### src/rtl/online_otf_converter.sv
// Online-to-binary converter: turns an MSD-first stream of radix-2^k signed
// digits into a two's-complement integer. It uses on-the-fly (Q/QM)
// conversion, so each digit is only appended and no wide adder is needed.
//
// Ports:
//   clk, rst    clock; synchronous active-high reset
//   din         signed digit, two's complement, MSD first
//   din_valid   din holds a digit
//   din_ready   converter accepts a digit this cycle
//   dout        converted result, W = no_of_digits*radix_log2+1 bits
//   dout_valid  dout holds a completed result
//   dout_ready  downstream takes dout
//   err         a digit of this result was -r (out of range); valid with dout_valid
module online_otf_converter #(
  parameter int unsigned no_of_digits = 4,
  parameter int unsigned radix_bits   = 4,
  parameter int unsigned radix_log2   = 3
) (
  input  logic                                clk,
  input  logic                                rst,
  input  logic [radix_bits-1:0]               din,
  input  logic                                din_valid,
  output logic                                din_ready,
  output logic [no_of_digits*radix_log2:0]    dout,
  output logic                                dout_valid,
  input  logic                                dout_ready,
  output logic                                err
);

  localparam int unsigned W  = no_of_digits * radix_log2 + 1;
  // Q/QM keep only the bits that can still be shifted out into a result
  localparam int unsigned WL = W - radix_log2;
  localparam int unsigned CW = (no_of_digits > 1) ? $clog2(no_of_digits) : 1;

  typedef enum logic {
    COLLECT = 1'b0,
    HOLD    = 1'b1
  } state_t;

  state_t state, state_nxt;

  logic [WL-1:0]         q_low;
  logic [WL-1:0]         qm_low;
  logic [CW-1:0]         cnt;
  logic                  sticky_err;

  logic                  accept;
  logic                  last_digit;
  logic                  release_c;
  logic                  d_neg;
  logic                  d_pos;
  logic                  d_bad;
  logic [radix_log2-1:0] dl;
  logic [radix_log2-1:0] dl_m1;
  logic [W-1:0]          q_nxt;

  // Digit decode
  assign dl         = din[radix_log2-1:0];
  assign dl_m1      = dl - radix_log2'(1);
  assign d_neg      = din[radix_bits-1];
  assign d_pos      = ~d_neg & (|dl);
  assign d_bad      = d_neg & ~(|dl);
  assign accept     = din_valid & din_ready;
  assign last_digit = (cnt == CW'(no_of_digits - 1));
  assign release_c  = dout_valid & dout_ready;

  // Append the digit to whichever of Q/QM avoids a borrow
  assign q_nxt = d_neg ? {qm_low, dl} : {q_low, dl};

  // State register
  always_ff @(posedge clk) begin
    if (rst) begin
      state <= COLLECT;
    end else begin
      state <= state_nxt;
    end
  end

  // Next-state logic
  always_comb begin
    state_nxt = state;
    case (state)
      COLLECT: if (accept && last_digit) state_nxt = HOLD;
      HOLD:    if (dout_ready)           state_nxt = COLLECT;
      default: state_nxt = COLLECT;
    endcase
  end

  // Output decode; ready is forced low while reset is held
  always_comb begin
    din_ready  = 1'b0;
    dout_valid = 1'b0;
    case (state)
      COLLECT: din_ready  = ~rst;
      HOLD:    dout_valid = 1'b1;
      default: ;
    endcase
  end

  // Q/QM datapath, digit counter, result and error capture
  always_ff @(posedge clk) begin
    if (rst) begin
      q_low      <= '0;
      qm_low     <= '1;
      cnt        <= '0;
      sticky_err <= 1'b0;
      dout       <= '0;
      err        <= 1'b0;
    end else if (accept) begin
      q_low  <= q_nxt[WL-1:0];
      qm_low <= d_pos ? {q_low[WL-radix_log2-1:0], dl_m1}
                      : {qm_low[WL-radix_log2-1:0], dl_m1};
      sticky_err <= sticky_err | d_bad;
      if (last_digit) begin
        dout <= q_nxt;
        err  <= sticky_err | d_bad;
        cnt  <= cnt;
      end else begin
        cnt <= cnt + CW'(1);
      end
    end else if (release_c) begin
      q_low      <= '0;
      qm_low     <= '1;
      cnt        <= '0;
      sticky_err <= 1'b0;
    end
  end

endmodule

### config.mk
export PLATFORM = sky130hd
export DESIGN_NAME = online_otf_converter
export DESIGN_NICKNAME = d
export VERILOG_FILES = /design/src/rtl/online_otf_converter.sv
export SDC_FILE = /design/constraint.sdc
export NUM_CORES = 1
export LEC_CHECK = 0
export BUFFER_PORTS_ARGS = -buffer_cell sky130_fd_sc_hd__buf_4
export CORE_ASPECT_RATIO = 1.2
export CORE_MARGIN = 2
export CORE_UTILIZATION = 36
export CTS_CLUSTER_DIAMETER = 150
export DETAILED_ROUTE_END_ITERATION = 12
export GPL_ROUTABILITY_DRIVEN = 0
export PLACE_DENSITY = 0.64
export RECOVER_POWER = 50
export SETUP_SLACK_MARGIN = 0.4
export SYNTH_ARGS = -nofsm -noshare
export SYNTH_HDL_FRONTEND = slang
export SYNTH_SLANG_ARGS = --single-unit
### constraint.sdc
create_clock -name clk -period 1.4 [get_ports clk]
set_input_delay 0.35 -clock clk [delete_from_list [all_inputs] [get_ports clk]]
set_output_delay 0.35 -clock clk [all_outputs]
set_load 0.05 [all_outputs]
==> metrics.md <==
| Metric | Value |
|---|---|
| Placement-stage worst setup slack | `0.00510 ns` |
| Max-Slew Margin vs Limit | `79.5%` |
| Number of hold buffers added after cts | `0` |
| Worst Slack Setup Final | `0.0655 ns` |
| Worst-path maximum fanout | `5` |
| CTS tree | `done` |
| Vias | `1,321` |
| Arr. time, crit path | `1.53 ns` |
| Via density per instance | `4.89` |
| Vias in the first global route | `1,275` |
| Worst Min Path Start | `rst` |
| Number of hold-slack violations in the final timing report | `0` |
| Clock-pin slew reported for the worst setup and hold paths after clock tree synthesis | `0.07 ns` |
| Pre-antenna DRT Iters | `4` |
| Area occupied by multi-input gates | `818 um^2` |
| Vert. Die Dim | `77.0 um` |
| Antenna Violating Nets Remaining | `0` |
| Areal power density over the cells | `1040 nW/um^2` |
| Async SR Flop Fraction | `0%` |
| TritonCTS buffer count | `5` |
| Detailed Place HPWL | `2110 um` |
| Maximum number of pins on one net before global-route repair | `26` |
| Hold Path End | `state$_SDFF_PP0_` |
| Slack of the worst reg-to-reg path | `0.07 ns` |
| I/O pin count | `24` |
| Synthesized area per cell | `9.62 um^2` |
| Synthesized area | `1600 um^2` |
| Number of antenna diodes | `0` |
| Clock H-tree levels | `2` |
| Type of destination of the critical path | `flop` |
| Reg-to-Reg Start | `cnt[1]$_SDFFE_PP0P_` |
| Initial Util | `37.5%` |
| Wire length per cell after detailed routing | `13.0 um` |
| Final total power | `0.00234 W` |
| Result of the run | `completed` |
| DR DRC count | `0` |
| Later-pin clock latency in the skew report | `0.29 ns` |
| Maximum operating frequency | `0.749 GHz` |
| Hold depth | `2` |
| Global route overflow | `0` |
| Violation count after the first detailed-routing iteration | `23` |
| Count leader, synth | `dfxtp_1` |
| Total Nets Final | `224` |
| FP Rows | `26` |
| Type of the most critical hold path | `in -> reg` |
| Number of flops mapped to enable cells by yosys | `0` |
| Slew @ Worst Pin | `0.307 ns` |
| Sink count of the clock tree | `38` |
| Commonest cells in the synthesized netlist | `38 x dfxtp_1, 17 x nor2_1, 15 x a21oi_1` |
| Most used flip-flop cell after synthesis | `dfxtp_1` |
| Post-Route Skew | `0.00623 ns` |
| Root Driver | `clkbuf_8` |
| Top cell type by total area after synthesis | `dfxtp_1` |
| Cells taking the most area after synthesis | `dfxtp_1 48%, a211oi_1 5.6%, a21oi_1 4.7%` |
| Combined flip-flop and latch cell area | `787 um^2` |
| Signed area change from the synthesized netlist to the final layout | `41.8%` |
| Buffer levels on the longest clock path | `2` |
| All-layer global routing usage | `15.2%` |
| Post-Synthesis Cells | `166` |
| Final period utilization | `95.3%` |
| # Max-Cap Violations | `0` |
| Total wire length after detailed routing | `3510 um` |
| Crit Path Class | `reg -> reg` |
| Count of cell types in the netlist | `30` |
| Unrepaired setup endpoints after global routing | `true` |
| Fraction of the yosys area taken by sequential cells | `47.6%` |
| Total of endpoints with negative setup slack in the final report | `0` |
| Count of final max-slew check failures | `0` |
| Number of filler cells placed in the layout | `388` |
| Warning count from the yosys run | `0` |
| I/O Buffers | `23` |
| Element type at the critical path start | `flop` |
| Critical path required time | `1.60 ns` |
| Fraction of layout instances using a drive strength above 1 | `47.7%` |
| Core Region | `4260 um^2` |
| Terminus of the critical flop-to-flop path | `dout[4]$_SDFFE_PP0P_` |
| Number of nets in the synthesized netlist | `177` |
| Antenna violations before repair | `0` |
| Overall die width | `64.8 um` |
| Leakage | `0.974 nW` |
| Synthesis-stage register bit count | `38` |
| Fraction of post-synthesis cell area in the top cell type by area | `47.6%` |
| Clock period minus final worst setup slack | `1.33 ns` |
| First-pass GRT wire length | `5930 um` |
| Depth of the worst register-to-register path | `5` |
| Area of the die | `4990 um^2` |
| Peak ir drop on the vdd network | `0.390 mV` |
| Fin Hold WS | `0.257 ns` |
## routing by layer
layer | up-vias | wire length (um) | GRT usage (%)
met2 | 26 | 1680 | 23.7
met5 | - | 0 | 0
met1 | 604 | 1630 | 19.5
met4 | 0 | 73 | 7.02
met3 | 6 | 131 | 3.96
li1 | 685 | - | -
## area by class of cell
cell class / count / area share, %
Multi-Input combinational cell: 104 / 36.1
Clock buffer: 5 / 3.04
Sequential cell: 38 / 34.8
Inverter: 13 / 2.15
Timing Repair Buffer: 51 / 19.1
Tap cell: 56 / 3.09
Clock inverter: 3 / 1.77
## worst max path at each step
stage                              from  slack, ns                     end
floorplan              state$_SDFF_PP0_      -0.02  qm_low[9]$_SDFFE_PP1P_
global placement    cnt[0]$_SDFFE_PP0P_       0.02     cnt[0]$_SDFFE_PP0P_
detailed placement               din[1]      0.005        err$_SDFFE_PP0P_
CTS                 cnt[0]$_SDFFE_PP0P_       0.12   dout[10]$_SDFFE_PP0P_
global route        cnt[0]$_SDFFE_PP0P_       0.02   dout[10]$_SDFFE_PP0P_
finish              cnt[1]$_SDFFE_PP0P_       0.07    dout[4]$_SDFFE_PP0P_
## logic make-up (layout without fill, tap and decap cells)
logic type,Yosys count,after routing,synth area share (%)
flip-flops,38,38,47.6
buffers and inverters,24,72,8.23
multiplexers,6,6,3.76
AND/OR/NAND/NOR,34,34,11.5
adder cells (fa/ha/maj),3,3,2.35
AO/OA/AOI/OAI,60,60,25.9
XOR/XNOR,1,1,0.549
## sequential cells by signal (all words and copies together), names as in the netlist
name        flops
dout           13
err             1
cnt             2
q_low          10
state           1
sticky_err      1
qm_low         10
## worst max-delay path, stage by stage (launching register included)
cell	delay [ns]
dfxtp_2	0.34
ha_4	0.16
and4bb_4	0.21
clkbuf_2	0.17
clkbuf_16	0.18
a211oi_1	0.19
## per-stage QoR
stage	TNS (ns)	std cells	util [%]	cell area (um^2)
2_1_floorplan	-0.0247	166	-	1640
5_1_grt	0	270	53.1	2260
4_1_cts	0	264	53.4	2270
3_5_place_dp	0	247	44.7	1910
6_report	0	270	53.1	2260
3_3_place_gp	0	247	44.7	1910
## power by group
part	total [W]	switching, W	internal, W	leakage [nW]
sequential	0.00116	0.0000295	0.00113	0.320
clock	0.000908	0.000383	0.000524	0.0579
combinational	0.000280	0.000149	0.000132	0.596
## cells in the final DEF, fill, tap and decap left out, types with 5 or more instances in the layout
| master | netlist | layout |
|---|---|---|
| nor2b_1 | 8 | 8 |
| clkbuf_2 | 0 | 15 |
| dfxtp_2 | 0 | 15 |
| buf_4 | 1 | 25 |
| dfxtp_1 | 38 | 21 |
| a22oi_1 | 9 | 9 |
| inv_1 | 13 | 13 |
| o21ai_0 | 7 | 7 |
| a21oi_1 | 15 | 13 |
| nor2_1 | 17 | 13 |
| a211oi_2 | 0 | 9 |
| clkbuf_8 | 0 | 5 |
| o2bb2ai_1 | 7 | 7 |
## repair_timing
item	CTS	global route
setup buffers	8	5
pin swaps	6	1
cloned	1	1
resized for setup	50	22
setup endpoints to repair	54	54
(Power assumes the default switching activity.)
